`config.mk`:
```
export PLATFORM = sky130hd
export DESIGN_NAME = param_fifo
export DESIGN_NICKNAME = d
export VERILOG_FILES = /design/src/rtl/param_fifo_pkg.sv /design/src/rtl/param_fifo_mem.sv /design/src/rtl/param_fifo.sv
export SDC_FILE = /design/constraint.sdc
export NUM_CORES = 1
export LEC_CHECK = 0
export ABC_AREA = 1
export BUFFER_PORTS_ARGS = -buffer_cell sky130_fd_sc_hd__clkbuf_2
export CAP_MARGIN = 10
export CORE_ASPECT_RATIO = 0.7
export CORE_MARGIN = 1.5
export CORE_UTILIZATION = 45
export DETAILED_ROUTE_END_ITERATION = 10
export SYNTH_ARGS = -nofsm -noshare
export SYNTH_HDL_FRONTEND = slang
export SYNTH_SLANG_ARGS = --single-unit
```
`constraint.sdc`:
```
create_clock -name clk -period 3.3 [get_ports clk]
set_input_delay 0.165 -clock clk [delete_from_list [all_inputs] [get_ports clk]]
set_output_delay 0.165 -clock clk [all_outputs]
set_load 0.005 [all_outputs]
```
`src/rtl/param_fifo_pkg.sv`:
```
// param_fifo_pkg: shared types and helpers for the param_fifo slice.
// Optional feature macro used by the slice: PARAM_FIFO_FWFT_EN (first-word fall-through).
package param_fifo_pkg;

  // Sticky error flags kept together so they are set and cleared as a unit.
  typedef struct packed {
    logic overflow;
    logic underflow;
  } err_flags_t;

  // Pointer width for a given depth: storage index bits plus one wrap bit.
  function automatic int unsigned ptr_width(input int unsigned depth);
    return $clog2(depth) + 1;
  endfunction

  // Occupancy from a wrap-bit pointer pair: difference taken modulo 2**ptr_w.
  function automatic logic [31:0] ptr_diff(input logic [31:0] wr,
                                           input logic [31:0] rd,
                                           input int unsigned ptr_w);
    logic [31:0] mask;
    mask = (32'd1 << ptr_w) - 32'd1;
    return (wr - rd) & mask;
  endfunction

endpackage

```
`src/rtl/param_fifo_mem.sv`:
```
// param_fifo_mem: DEPTH x DATA_W storage, synchronous write.
// Read port is registered by default; combinational when PARAM_FIFO_FWFT_EN is defined.
module param_fifo_mem #(
  parameter  int DATA_W = 8,
  parameter  int DEPTH  = 16,
  localparam int ADDR_W = $clog2(DEPTH)
) (
  input  logic              clk,
  input  logic              rst,
  input  logic              we,
  input  logic [ADDR_W-1:0] waddr,
  input  logic [DATA_W-1:0] wdata,
  input  logic              re,
  input  logic [ADDR_W-1:0] raddr,
  output logic [DATA_W-1:0] rdata
);

  logic [DATA_W-1:0] mem [DEPTH];

  // Storage write; contents are deliberately not reset.
  always_ff @(posedge clk) begin
    if (we) begin
      mem[waddr] <= wdata;
    end
  end

`ifdef PARAM_FIFO_FWFT_EN
  // Fall-through: the head word is always presented without a clock of latency.
  assign rdata = mem[raddr];
`else
  logic [DATA_W-1:0] rdata_d;
  logic [DATA_W-1:0] rdata_q;

  // Capture the head word on a pop, otherwise hold the last popped word.
  always_comb begin
    if (re) begin
      rdata_d = mem[raddr];
    end else begin
      rdata_d = rdata_q;
    end
  end

  // Read data register, cleared by reset so rd_data never shows stale storage.
  always_ff @(posedge clk or posedge rst) begin
    if (rst) begin
      rdata_q <= '0;
    end else begin
      rdata_q <= rdata_d;
    end
  end

  assign rdata = rdata_q;
`endif

endmodule

```
`src/rtl/param_fifo.sv`:
```
// param_fifo: single-clock FIFO with independent push/pop handshakes,
// registered occupancy/level flags and sticky overflow/underflow.
// Define PARAM_FIFO_FWFT_EN for first-word fall-through read behaviour.
module param_fifo
  import param_fifo_pkg::*;
#(
  parameter  int DATA_W   = 8,
  parameter  int DEPTH    = 16,
  parameter  int AF_LEVEL = 14,
  parameter  int AE_LEVEL = 2,
  localparam int ADDR_W   = $clog2(DEPTH)
) (
  input  logic              clk,
  input  logic              rst,
  input  logic              wr_en,
  input  logic [DATA_W-1:0] wr_data,
  input  logic              rd_en,
  output logic [DATA_W-1:0] rd_data,
  output logic              rd_valid,
  output logic              full,
  output logic              empty,
  output logic              almost_full,
  output logic              almost_empty,
  output logic [ADDR_W:0]   count,
  output logic              overflow,
  output logic              underflow,
  input  logic              clr_err
);

  localparam int unsigned PTR_W = ptr_width(DEPTH);
  localparam logic [ADDR_W:0] DEPTH_C = PTR_W'(DEPTH);
  localparam logic [ADDR_W:0] AF_C    = PTR_W'(AF_LEVEL);
  localparam logic [ADDR_W:0] AE_C    = PTR_W'(AE_LEVEL);

  // Parameter legality is checked at elaboration.
  if (DEPTH < 4 || (DEPTH & (DEPTH - 1)) != 0) begin : g_bad_depth
    $error("param_fifo: DEPTH must be a power of two and >= 4");
  end
  if (AF_LEVEL < 1 || AF_LEVEL > DEPTH) begin : g_bad_af
    $error("param_fifo: AF_LEVEL must lie in 1..DEPTH");
  end
  if (AE_LEVEL < 0 || AE_LEVEL > DEPTH - 1) begin : g_bad_ae
    $error("param_fifo: AE_LEVEL must lie in 0..DEPTH-1");
  end

  logic              push_ok;
  logic              pop_ok;
  logic [ADDR_W:0]   wr_ptr_d, wr_ptr_q;
  logic [ADDR_W:0]   rd_ptr_d, rd_ptr_q;
  logic [ADDR_W:0]   count_d, count_q;
  logic              full_d, full_q;
  logic              empty_d, empty_q;
  logic              af_d, af_q;
  logic              ae_d, ae_q;
  err_flags_t        err_d, err_q;
  logic [DATA_W-1:0] mem_rdata;

  // Next-state for pointers, occupancy, level flags and sticky errors (all from pre-edge state).
  always_comb begin
    push_ok  = wr_en & ~full_q;
    pop_ok   = rd_en & ~empty_q;
    wr_ptr_d = wr_ptr_q + {{ADDR_W{1'b0}}, push_ok};
    rd_ptr_d = rd_ptr_q + {{ADDR_W{1'b0}}, pop_ok};
    count_d  = PTR_W'(ptr_diff(32'(wr_ptr_d), 32'(rd_ptr_d), PTR_W));
    full_d   = (count_d == DEPTH_C);
    empty_d  = (count_d == {(ADDR_W + 1){1'b0}});
    af_d     = (count_d >= AF_C);
    ae_d     = (count_d <= AE_C);
    if (clr_err) begin
      err_d = '0;
    end else begin
      err_d.overflow  = err_q.overflow  | (wr_en & full_q);
      err_d.underflow = err_q.underflow | (rd_en & empty_q);
    end
  end

  // Control state registers; reset leaves the FIFO empty with no errors.
  always_ff @(posedge clk or posedge rst) begin
    if (rst) begin
      wr_ptr_q <= '0;
      rd_ptr_q <= '0;
      count_q  <= '0;
      full_q   <= 1'b0;
      empty_q  <= 1'b1;
      af_q     <= 1'b0;
      ae_q     <= 1'b1;
      err_q    <= '0;
    end else begin
      wr_ptr_q <= wr_ptr_d;
      rd_ptr_q <= rd_ptr_d;
      count_q  <= count_d;
      full_q   <= full_d;
      empty_q  <= empty_d;
      af_q     <= af_d;
      ae_q     <= ae_d;
      err_q    <= err_d;
    end
  end

  param_fifo_mem #(
    .DATA_W (DATA_W),
    .DEPTH  (DEPTH)
  ) u_mem (
    .clk   (clk),
    .rst   (rst),
    .we    (push_ok),
    .waddr (wr_ptr_q[ADDR_W-1:0]),
    .wdata (wr_data),
    .re    (pop_ok),
    .raddr (rd_ptr_q[ADDR_W-1:0]),
    .rdata (mem_rdata)
  );

`ifdef PARAM_FIFO_FWFT_EN
  // Head word is valid whenever the FIFO holds data; zero is shown while empty.
  assign rd_valid = ~empty_q;
  assign rd_data  = empty_q ? '0 : mem_rdata;
`else
  logic rd_valid_d, rd_valid_q;

  // rd_valid marks the cycle after an accepted pop.
  always_comb begin
    rd_valid_d = pop_ok;
  end

  // rd_valid register; async reset drops it immediately, aborting an in-flight pop.
  always_ff @(posedge clk or posedge rst) begin
    if (rst) begin
      rd_valid_q <= 1'b0;
    end else begin
      rd_valid_q <= rd_valid_d;
    end
  end

  assign rd_valid = rd_valid_q;
  assign rd_data  = mem_rdata;
`endif

  assign full         = full_q;
  assign empty        = empty_q;
  assign almost_full  = af_q;
  assign almost_empty = ae_q;
  assign count        = count_q;
  assign overflow     = err_q.overflow;
  assign underflow    = err_q.underflow;

endmodule

```
Word-level counts from Yosys, hierarchy flattened --
Memory sizes are Yosys's and may differ from the RTL's. A register that Yosys moved wholly into a read port is not among the register bits. Cells that the tools add are included.
Operators by class: $add $sub $neg 3, order comparisons 2, equality and inequality tests 1, multiplexer cells 3, bitwise logic cells 8, reductions and logical operators 1
Operator list (number):
- $add 5x1->5 | 2
- $eq 5x5->1 const B | 1
- $ge 5x4->1 const B | 1
- $le 5x2->1 const B | 1
- $logic_not 5->1 | 1
- $sub 5x5->5 | 1
- $and 1x1->1 | 4
- $mux 1 | 2
- $mux 2 | 1
- $not 1->1 | 2
- $or 1x1->1 | 2
Word-level totals: bits in registers 22, bits in writable memories 128, bits of input ports 13, output and inout bits 20, logic and storage cells 29, memories kept 1
Memory list:
- u_mem.mem | words 16, bits a word 8, rd ports 1, clocked after Yosys merged registers in 1, write ports 1, line param_fifo_mem.sv:18 | logic [DATA_W-1:0] mem [DEPTH];

Logic depth before layout (Yosys ltp) --
Gate-level depths: netlist of the first run.
depth in word-level cells 5, depth in mapped cells 14, depth with buffers taken out 14

Hierarchy --
A second synthesis of the first run with hierarchy kept.
Second synthesis, totals: cell total of the unflattened synthesis 624, area total of the unflattened synthesis 6796.5 um^2
Modules (own cells, without submodules):
- param_fifo_mem | times used 1, cells an instance 482, area an instance 5595.4 um^2, sequential area each 4043.9 um^2
- param_fifo | times used 1, cells an instance 142, area an instance 1201.2 um^2, sequential area each 553.0 um^2

Least setup slack after synthesis of the first run --
Ideal clock, no wire load.
path kind flip-flop to flip-flop, from register empty_q (netlist: empty), to register empty_q (netlist: empty), arrival 1.993 ns, setup slack 1.240 ns, stages on the path, launching flop included 11, clock period less this slack 2.060 ns, cell sequence dfstp_2 nor2_2 ha_1 ha_1 xnor2_1 ha_1 nor2_1 nand3_1 a21oi_1 nand2_1 nor2_1
On the way: longest elaborated chain between the ends 5
Ends and longest elaborated chain:
- start, declared | line param_fifo.sv:52 | logic empty_d, empty_q;
- start signal, assigned | line param_fifo.sv:93 | empty_q <= empty_d;
- $not 1->1 | line param_fifo.sv:61 | pop_ok = rd_en & ~empty_q;
- $and 1x1->1 | line param_fifo.sv:61
- net pop_ok | line param_fifo.sv:47 | logic pop_ok;
- $add 5x1->5 | line param_fifo.sv:63 | rd_ptr_d = rd_ptr_q + {{ADDR_W{1'b0}}, pop_ok};
- net rd_ptr_d[1] | line param_fifo.sv:49 | logic [ADDR_W:0] rd_ptr_d, rd_ptr_q;
- $sub 5x5->5 | line param_fifo_pkg.sv:22 | return (wr - rd) & mask;
- $logic_not 5->1 | line param_fifo.sv:66 | empty_d = (count_d == {(ADDR_W + 1){1'b0}});
- net empty_d | line param_fifo.sv:52
The timed path passes the listed nets, and every way through them passes these cells.

Final worst setup path of the first run --
from register full_q (netlist: full), to register empty_q (netlist: empty)
On the way: longest elaborated chain between the ends 5
Ends and longest elaborated chain:
- start, declared | line param_fifo.sv:51 | logic full_d, full_q;
- start signal, assigned | line param_fifo.sv:92 | full_q <= full_d;
- $not 1->1 | line param_fifo.sv:60 | push_ok = wr_en & ~full_q;
- $and 1x1->1 | line param_fifo.sv:60
- $add 5x1->5 | line param_fifo.sv:62 | wr_ptr_d = wr_ptr_q + {{ADDR_W{1'b0}}, push_ok};
- net wr_ptr_d[1] | line param_fifo.sv:48 | logic [ADDR_W:0] wr_ptr_d, wr_ptr_q;
- $sub 5x5->5 | line param_fifo_pkg.sv:22
- $logic_not 5->1 | line param_fifo.sv:66
- net empty_d | line param_fifo.sv:52
The timed path passes the listed nets, and every way through them passes these cells.

==> flow_summary.json, run 1 <==
{
  "routed_wirelength_um": 15200,
  "clk_path_buf_depth": 2,
  "ys_ff_latch": 158,
  "r2r_start": "full",
  "yosysWarnings": 0,
  "drt_iter0_drc": 366,
  "hold_path_class": "in -> reg",
  "ys_types": 26,
  "rr_worst_depth": 10,
  "rsz0062_at_grt": "no",
  "cts_tree": "done",
  "cp.required_ns": 3.65,
  "p_total_mw": 7.19,
  "syn_nets": 602,
  "grt_max_degree": 65,
  "grt_usage": 0.214,
  "p_sw_mw": 2.77,
  "crit_arrival_ns": 2.81,
  "dp_hpwl_um": 9920,
  "die_w_um": 147,
  "final_common_cell": "nand2_1",
  "gp_congestion": 0.903,
  "fin_tns_setup_ns": 0,
  "crit_start": "full",
  "antenna_found_initial": 0,
  "first_pass_iters": 4,
  "grt_first_pass_wirelength_um": 24000,
  "fin_crit_sh": 0.746,
  "cts_max_level": 4,
  "drv_slew": 0,
  "p_leak_nw": 3.02,
  "diodes": 0,
  "endpoint": "empty",
  "crit_type": "reg -> reg",
  "power.share.sequential": 0.376,
  "cts_root_buf": "clkbuf_16",
  "hold_violations": 0,
  "ir_worst_vdd_mv": 0.464,
  "yosysSeqAreaShare": 0.699,
  "crit_fanout": 5,
  "start_kind": "flip-flop",
  "comb_power_share": 0.361,
  "fin_crit_ns": 2.46,
  "setup_violations": 0,
  "synth.cell_area_um2": 6580,
  "grt_pass1_vias": 4309,
  "max-slew-margin-rel": 0.418,
  "ant_nets": 0,
  "num_vias": 4369,
  "setup_ws_ns": 0.837,
  "netlist_instances": 581,
  "timing.fmax_ghz": 0.406,
  "drc": 0,
  "via_per_inst": 5.31,
  "r2r_setup_slack_ns": 0.84,
  "initial_utilization": 0.466,
  "pre_cts_slack_ns": 0.876,
  "grt_overflow_total": 0,
  "drv_cap": 0,
  "finClkSkew_ns": 0.00734,
  "fin_hold_ws_ns": 0.0457,
  "nets": 641,
  "cts_inserted_buffers": 17,
  "r2r_end": "empty",
  "core_area_um2": 14100,
  "final_layout_size_suffix_gt1_frac": 0.131,
  "core.rowCount": 36,
  "utilization": 0.533,
  "fillCellCount": 1206,
  "p_sw_frac": 0.386,
  "synth.avg_cell_area_um2": 11.3,
  "die_h_um": 104,
  "internal_power_mw": 4.42,
  "areaGrowthSynthToFinish_pct": 14.2,
  "die_area_um2": 15400,
  "clock_power_share": 0.263,
  "worst_pin_slew_ns": 0.870,
  "power_density_nw_per_um2": 958,
  "cts_sinks": 158,
  "wl_per_cell_um": 18.5,
  "cp-end-kind": "flip-flop",
  "status": "completed",
  "path_clk_slew_ns": 0.06,
  "numPortBuffers": 32,
  "clk_latency_ns": 0.41,
  "io_pins": 33,
  "layout_common_cells": "203 x nand2_1, 128 x edfxtp_1, 76 x nand3_1"
}
-- flip-flops by register name, indices dropped and copies added, names as in the netlist, 5 cells and up --
name and count:
count 5, rd_ptr_q 5, u_mem.mem 128, u_mem.rdata 8, wr_ptr_q 5
-- how the worst min path moves through the flow --
stage                       start              to  slack (ns)  cells after the start
final                       rd_en        rd_valid        0.05                      3
after global placement        rst  u_mem.rdata[3]        0.24                      3
after detailed placement      rst  u_mem.rdata[3]        0.25                      3
after global routing        rd_en        rd_valid        0.06                      3
after CTS                   rd_en        rd_valid        0.03                      3
after floorplan           clr_err        overflow        0.23                      1
-- cells in the mapped netlist --
cell type,number,share of area
a21boi_0,14,0.016
a21oi_1,18,0.014
buf_1,1,0.00057
buf_2,11,0.0084
buf_4,5,0.0057
buf_6,1,0.0017
clkbuf_1,3,0.0017
clkinv_1,1,0.00057
dfrtp_1,28,0.11
dfstp_2,2,0.0080
edfxtp_1,128,0.58
ha_1,8,0.015
inv_1,25,0.014
inv_2,3,0.0017
inv_8,1,0.0017
nand2_1,203,0.12
nand2_2,6,0.0057
nand3_1,76,0.058
nand3_2,1,0.0015
nand4_1,2,0.0019
nor2_1,25,0.014
nor2_2,1,0.00095
nor2_4,1,0.0017
o211ai_1,14,0.016
xnor2_1,1,0.0013
xor2_1,2,0.0027
-- worst max-delay path, stage by stage (launching register included) --
cell and delay (ns):
dfrtp_1 0.40, nor2_1 0.40, ha_1 0.29, ha_1 0.27, xnor2_1 0.14, ha_1 0.20
nor2_1 0.16, nand3_1 0.15, a21oi_1 0.17, nand2_1 0.09, nor2_1 0.14
-- routing by layer --
layer | track usage | routed length (um) | vias up
met5 | 0 | 0 | -
met4 | 0.0700 | 244 | 0
met3 | 0.0443 | 745 | 21
met2 | 0.325 | 6850 | 127
met1 | 0.309 | 7390 | 2149
li1 | - | - | 2072
-- final cells by class --
cell class	count	area [um2]	share of cell area
inverters	30	120	0.0160
flip-flops and latches	158	4600	0.612
repair buffers	41	238	0.0317
clock inverters	8	50.0	0.00667
well taps	190	238	0.0317
multi-input cells	372	1740	0.232
clock buffers	24	524	0.0698
-- power by group through the flow --
stage	clock network (mW)	registers, mW	logic, mW
after detailed placement	0	2.73	2.60
final	1.89	2.70	2.60
after global routing	1.99	2.73	2.96
after floorplan	0	2.67	1.87
after CTS	1.91	2.70	2.62
after global placement	0	2.73	2.54
-- cells by family after synthesis --
kind of cell | Yosys count | synth area share
simple gates | 315 | 0.200
flops | 158 | 0.699
buf+inv | 51 | 0.0363
compound gates | 46 | 0.0457
fa+ha+maj | 8 | 0.0152
xor+xnor | 3 | 0.00400
-- through the flow --
| step | area (um2) | std cells |
|---|---|---|
| 2_1_floorplan | 6580 | 581 |
| 3_3_place_gp | 6890 | 787 |
| 3_5_place_dp | 6890 | 787 |
| 4_1_cts | 7510 | 823 |
| 5_1_grt | 7510 | 823 |
| 6_report | 7510 | 823 |
-- timing repair --
| item | CTS | global route |
|---|---|---|
| hold endpoints to repair | 30 | 0 |
| buffers inserted | 0 | 0 |
| setup endpoints to repair | 0 | 0 |
| resized for setup | 0 | 0 |
| hold buffers | 4 | 0 |
Note: power is estimated with default switching activity, not from simulation.
==> run 2, diff against run 1 <==
==> constraint.sdc (replaced) <==
create_clock -name clk -period 2.5 [get_ports clk]
set_input_delay 0.125 -clock clk [delete_from_list [all_inputs] [get_ports clk]]
set_output_delay 0.125 -clock clk [all_outputs]
set_load 0.005 [all_outputs]
==> flow_summary.json, run 2 (synthesized netlist as in run 1, its figures left out) <==
{
  "setup_ws_ns": 0.184,
  "regMostFlops": "u_mem.mem",
  "cts_max_level": 4,
  "cts_tree": "done",
  "min_to": "u_mem.mem[10][6]",
  "numPortBuffers": 32,
  "drv_cap": 0,
  "wl_per_cell_um": 17.7,
  "grt_overflow_total": 0,
  "hold_violations": 0,
  "cp-end-kind": "flip-flop",
  "hp-start": "wr_data[6]",
  "hold_path_class": "in -> reg",
  "rr_worst_depth": 10,
  "setup_violations": 0,
  "pre_cts_slack_ns": 0.0898,
  "cts_inserted_buffers": 17,
  "fin_crit_sh": 0.926,
  "grt_first_pass_wirelength_um": 23800,
  "hold_depth": 1,
  "path_clk_slew_ns": 0.06,
  "first_pass_iters": 5,
  "grt_pass1_vias": 4257,
  "diodes": 0,
  "core_area_um2": 14100,
  "cp.required_ns": 2.85,
  "num_vias": 4386,
  "postCtsSetupRepairBufs": 0,
  "die_w_um": 147,
  "power_density_nw_per_um2": 1240,
  "drt_iter0_drc": 289,
  "largest_reg_flops": 128,
  "multi_input_area_um2": 1750,
  "crit_arrival_ns": 2.67,
  "crit_type": "reg -> reg",
  "areaGrowthSynthToFinish_pct": 16.9,
  "cts_sinks": 158,
  "timing.fmax_ghz": 0.432,
  "via_per_inst": 5.19,
  "r2r_end": "empty",
  "core.rowCount": 36,
  "antenna_found_initial": 0,
  "start_kind": "flip-flop",
  "drc": 0,
  "gp_congestion": 0.847,
  "finClkSkew_ns": 0.00761,
  "status": "completed",
  "worst_pin_slew_ns": 0.601,
  "nets": 663,
  "die_h_um": 104,
  "initial_utilization": 0.466,
  "crit_fanout": 11,
  "clk_latency_ns": 0.42,
  "final_layout_size_suffix_gt1_frac": 0.163,
  "clk_path_buf_depth": 2,
  "drv_slew": 0,
  "ir_worst_vdd_mv": 0.578,
  "io_pins": 33,
  "layout_common_cells": "203 x nand2_1, 128 x edfxtp_1, 76 x nand3_1",
  "fillCellCount": 1212,
  "die_area_um2": 15400,
  "grt_max_degree": 33,
  "grt_usage": 0.211,
  "routed_wirelength_um": 15000,
  "final_common_cell": "nand2_1",
  "r2r_start": "empty",
  "r2r_setup_slack_ns": 0.18,
  "fin_crit_ns": 2.32,
  "p_leak_nw": 3.14,
  "dp_hpwl_um": 9990,
  "ant_nets": 0,
  "rsz0062_at_grt": "no",
  "fin_tns_setup_ns": 0,
  "max-slew-margin-rel": 0.598,
  "cts_root_buf": "clkbuf_16",
  "ff_latch_area_um2": 4600
}
-- run 2: cell types whose count changed in the layout (fill, tap and decap cells not counted), sizes merged --
cell / change
buf: +21
clkbuf: -5
clkinv: +1
clkinvlp: -1
dlygate4sd3: +1
inv: +5
-- run 2: per-stage QoR --
stage	util	instance area (um2)	total power, mW	cells	hold WS [ns]
after floorplan	-	6580	5.98	581	0.191
after global placement	0.501	7060	7.08	808	0.198
after detailed placement	0.501	7060	7.14	808	0.200
after CTS	0.545	7680	9.61	845	0.147
after global routing	0.545	7690	10.2	845	0.158
final	0.545	7690	9.54	845	0.153
-- run 2: worst max-delay path by stage --
stage | start | end
after global placement | full | empty
after CTS | full | empty
final | empty | empty
after detailed placement | full | empty
after floorplan | empty | empty
after global routing | empty | empty
-- run 2: area by class of cell --
type | count | share of cell area
clock buffer | 19 | 0.0604
clock inverter | 13 | 0.0129
inverter | 30 | 0.0156
multi-input combinational | 372 | 0.228
sequential | 158 | 0.598
tap | 190 | 0.0309
timing repair buffer | 63 | 0.0543
-- run 2: worst max-delay path: stages (launching register included) --
cell	delay (ns)
dfstp_2	0.57
nor2_4	0.08
ha_1	0.21
ha_1	0.35
xnor2_1	0.16
ha_1	0.19
nor2_1	0.16
nand3_1	0.14
a21oi_1	0.17
nand2_1	0.09
nor2_1	0.13
-- run 2: timing repair --
action | CTS | global route
endpoints found under the setup margin | 0 | 5
resized for setup | 0 | 3
endpoints found under the hold margin | 31 | 0
hold buffers | 5 | 0
-- run 2: power breakdown --
| part | leakage (nW) | total, mW | switching (mW) | internal, mW |
|---|---|---|---|---|
| sequential | 1.52 | 3.52 | 0.220 | 3.30 |
| clock | 0.287 | 2.45 | 1.07 | 1.38 |
| combinational | 1.34 | 3.57 | 2.40 | 1.17 |
-- run 2: routing by layer --
metal	up-vias	GRT usage	part of all wire
met4	0	0.0600	0.015
li1	2124	-	-
met5	-	0	0
met2	119	0.311	0.44
met1	2123	0.313	0.48
met3	20	0.0496	0.060
==> run 3, diff against run 2 <==
--- a/config.mk
+++ b/config.mk
@@ -10,8 +10,9 @@
 export CAP_MARGIN = 10
 export CORE_ASPECT_RATIO = 0.7
 export CORE_MARGIN = 1.5
-export CORE_UTILIZATION = 45
+export CORE_UTILIZATION = 61
 export DETAILED_ROUTE_END_ITERATION = 10
+export PLACE_DENSITY = 0.79
 export SYNTH_ARGS = -nofsm -noshare
 export SYNTH_HDL_FRONTEND = slang
 export SYNTH_SLANG_ARGS = --single-unit
==> flow_summary.json, run 3 (synthesized netlist as in run 1, its figures left out) <==
{
  "wl_per_cell_um": 18.7,
  "fillCellCount": 675,
  "cp_cell_sequence": "nor2_1 > ha_1 > ha_1 > xnor2_1 > ha_1 > nor2_2 > nand3_1 > a21oi_1 > nand2_1 > nor2_1",
  "cts_inserted_buffers": 17,
  "final_layout_size_suffix_gt1_frac": 0.152,
  "path_clk_slew_ns": 0.06,
  "diodes": 0,
  "cts_max_level": 4,
  "die_h_um": 89.9,
  "p_leak_nw": 3.09,
  "grt_max_degree": 39,
  "worst_pin_slew_ns": 0.812,
  "power_density_nw_per_um2": 1250,
  "areaGrowthSynthToFinish_pct": 15.0,
  "drv_cap": 0,
  "cts_tree": "done",
  "wl_met2_um": 7070,
  "fin_crit_sh": 0.928,
  "cpPeakStageDelay_ns": 0.40,
  "initial_utilization": 0.630,
  "first_pass_iters": 5,
  "dp_hpwl_um": 9350,
  "core.rowCount": 31,
  "clk_latency_ns": 0.42,
  "fin_hold_ws_ns": 0.121,
  "clk_path_buf_depth": 2,
  "crit_type": "reg -> reg",
  "gp_congestion": 0.939,
  "hold_path_class": "in -> reg",
  "final_common_cell": "nand2_1",
  "fin_tns_setup_ns": 0,
  "grt_first_pass_wirelength_um": 22900,
  "timing.fmax_ghz": 0.431,
  "rsz0062_at_grt": "no",
  "regMostFlops": "u_mem.mem",
  "via_per_inst": 5.81,
  "io_pins": 33,
  "grt_usage": 0.273,
  "drv_slew": 0,
  "die_area_um2": 11400,
  "numPortBuffers": 32,
  "grt_pass1_vias": 4378,
  "drc": 0,
  "antenna_found_initial": 0,
  "num_vias": 4543,
  "max-slew-margin-rel": 0.457,
  "status": "completed",
  "layout_common_cells": "203 x nand2_1, 128 x edfxtp_1, 76 x nand3_1",
  "cp-end-kind": "flip-flop",
  "setup_ws_ns": 0.181,
  "pre_cts_slack_ns": 0.158,
  "finClkSkew_ns": 0.00634,
  "critPathSlowestCell": "dfrtp_1",
  "largest_reg_flops": 128,
  "ir_worst_vdd_mv": 0.690,
  "drt_iter0_drc": 446,
  "crit_arrival_ns": 2.66,
  "grt_overflow_total": 0,
  "met1Wirelength_um": 6270,
  "start_kind": "flip-flop",
  "cpMostUsedCell": "ha_1",
  "ant_nets": 0,
  "hold_violations": 0,
  "cts_root_buf": "clkbuf_16",
  "nets": 658,
  "routed_wirelength_um": 14700,
  "setup_violations": 0,
  "cts_sinks": 158,
  "die_w_um": 127,
  "crit_fanout": 3,
  "wl_met3_um": 1020,
  "routed.top_layer": "met4",
  "core_area_um2": 10400,
  "fin_crit_ns": 2.32,
  "cp.required_ns": 2.84
}
[run 3: changes by cell type in the layout (fill, tap and decap cells not counted), moves of 2 or more]
cell / change
clkinvlp_4: +2
clkbuf_1: +2
inv_6: -3
buf_4: -4
clkinv_1: +3
inv_4: -4
clkinv_2: +3
[run 3: layout make-up]
type                       instances  area [um2]  share of cell area
multi-input combinational        372        1760               0.233
tap                              132         165              0.0218
timing repair buffer              58         385              0.0510
sequential                       158        4600               0.608
inverter                          30         120              0.0159
clock inverter                    13        98.8              0.0131
clock buffer                      19         433              0.0573
[run 3: final timing paths]
path	start	endpoint	slack, ns	cells past startpoint
max in group asynchronous	rst	almost_empty	1.70	4
worst min-delay path	rd_en	u_mem.rdata[6]	0.12	5
worst max register to register	full	empty	0.18	10
min in group asynchronous	rst	overflow	0.26	3
worst max-delay path	full	empty	0.18	10
worst min register to register	u_mem.rdata[1]	u_mem.rdata[1]	0.48	2
[run 3: worst max-delay path, delay by kind of cell (launching register included)]
family | cells | cell delay [ns]
compound gates | 1 | 0.17
flops | 1 | 0.40
simple gates | 5 | 0.78
xor+xnor | 1 | 0.15
fa+ha+maj | 3 | 0.75
[run 3: metal layers]
layer	vias to the layer above	global-route usage
met1	2209	0.381
met5	-	0
li1	2110	-
met4	0	0.103
met3	31	0.0613
met2	193	0.425
[run 3: report_power, final]
part | leakage, nW | total [mW] | switching (mW) | internal (mW)
registers | 1.52 | 3.53 | 0.222 | 3.31
clock network | 0.259 | 2.33 | 0.978 | 1.35
logic | 1.32 | 3.59 | 2.44 | 1.15
total | 3.09 | 9.45 | 3.64 | 5.80
[run 3: repair_timing]
action,in CTS,in global routing
endpoints found under the hold margin,2,9
hold buffers,3,1
setup buffers,0,2
endpoints found under the setup margin,0,5
resized for setup,0,3
[run 3: metrics by stage]
step / std cells / utilization / power, mW / cell area, um2
2_1_floorplan: 581 / - / 5.98 / 6580
3_5_place_dp: 743 / 0.664 / 7.03 / 6930
4_1_cts: 778 / 0.718 / 9.36 / 7490
3_3_place_gp: 743 / 0.664 / 6.88 / 6930
6_report: 782 / 0.725 / 9.45 / 7560
5_1_grt: 782 / 0.725 / 9.99 / 7560
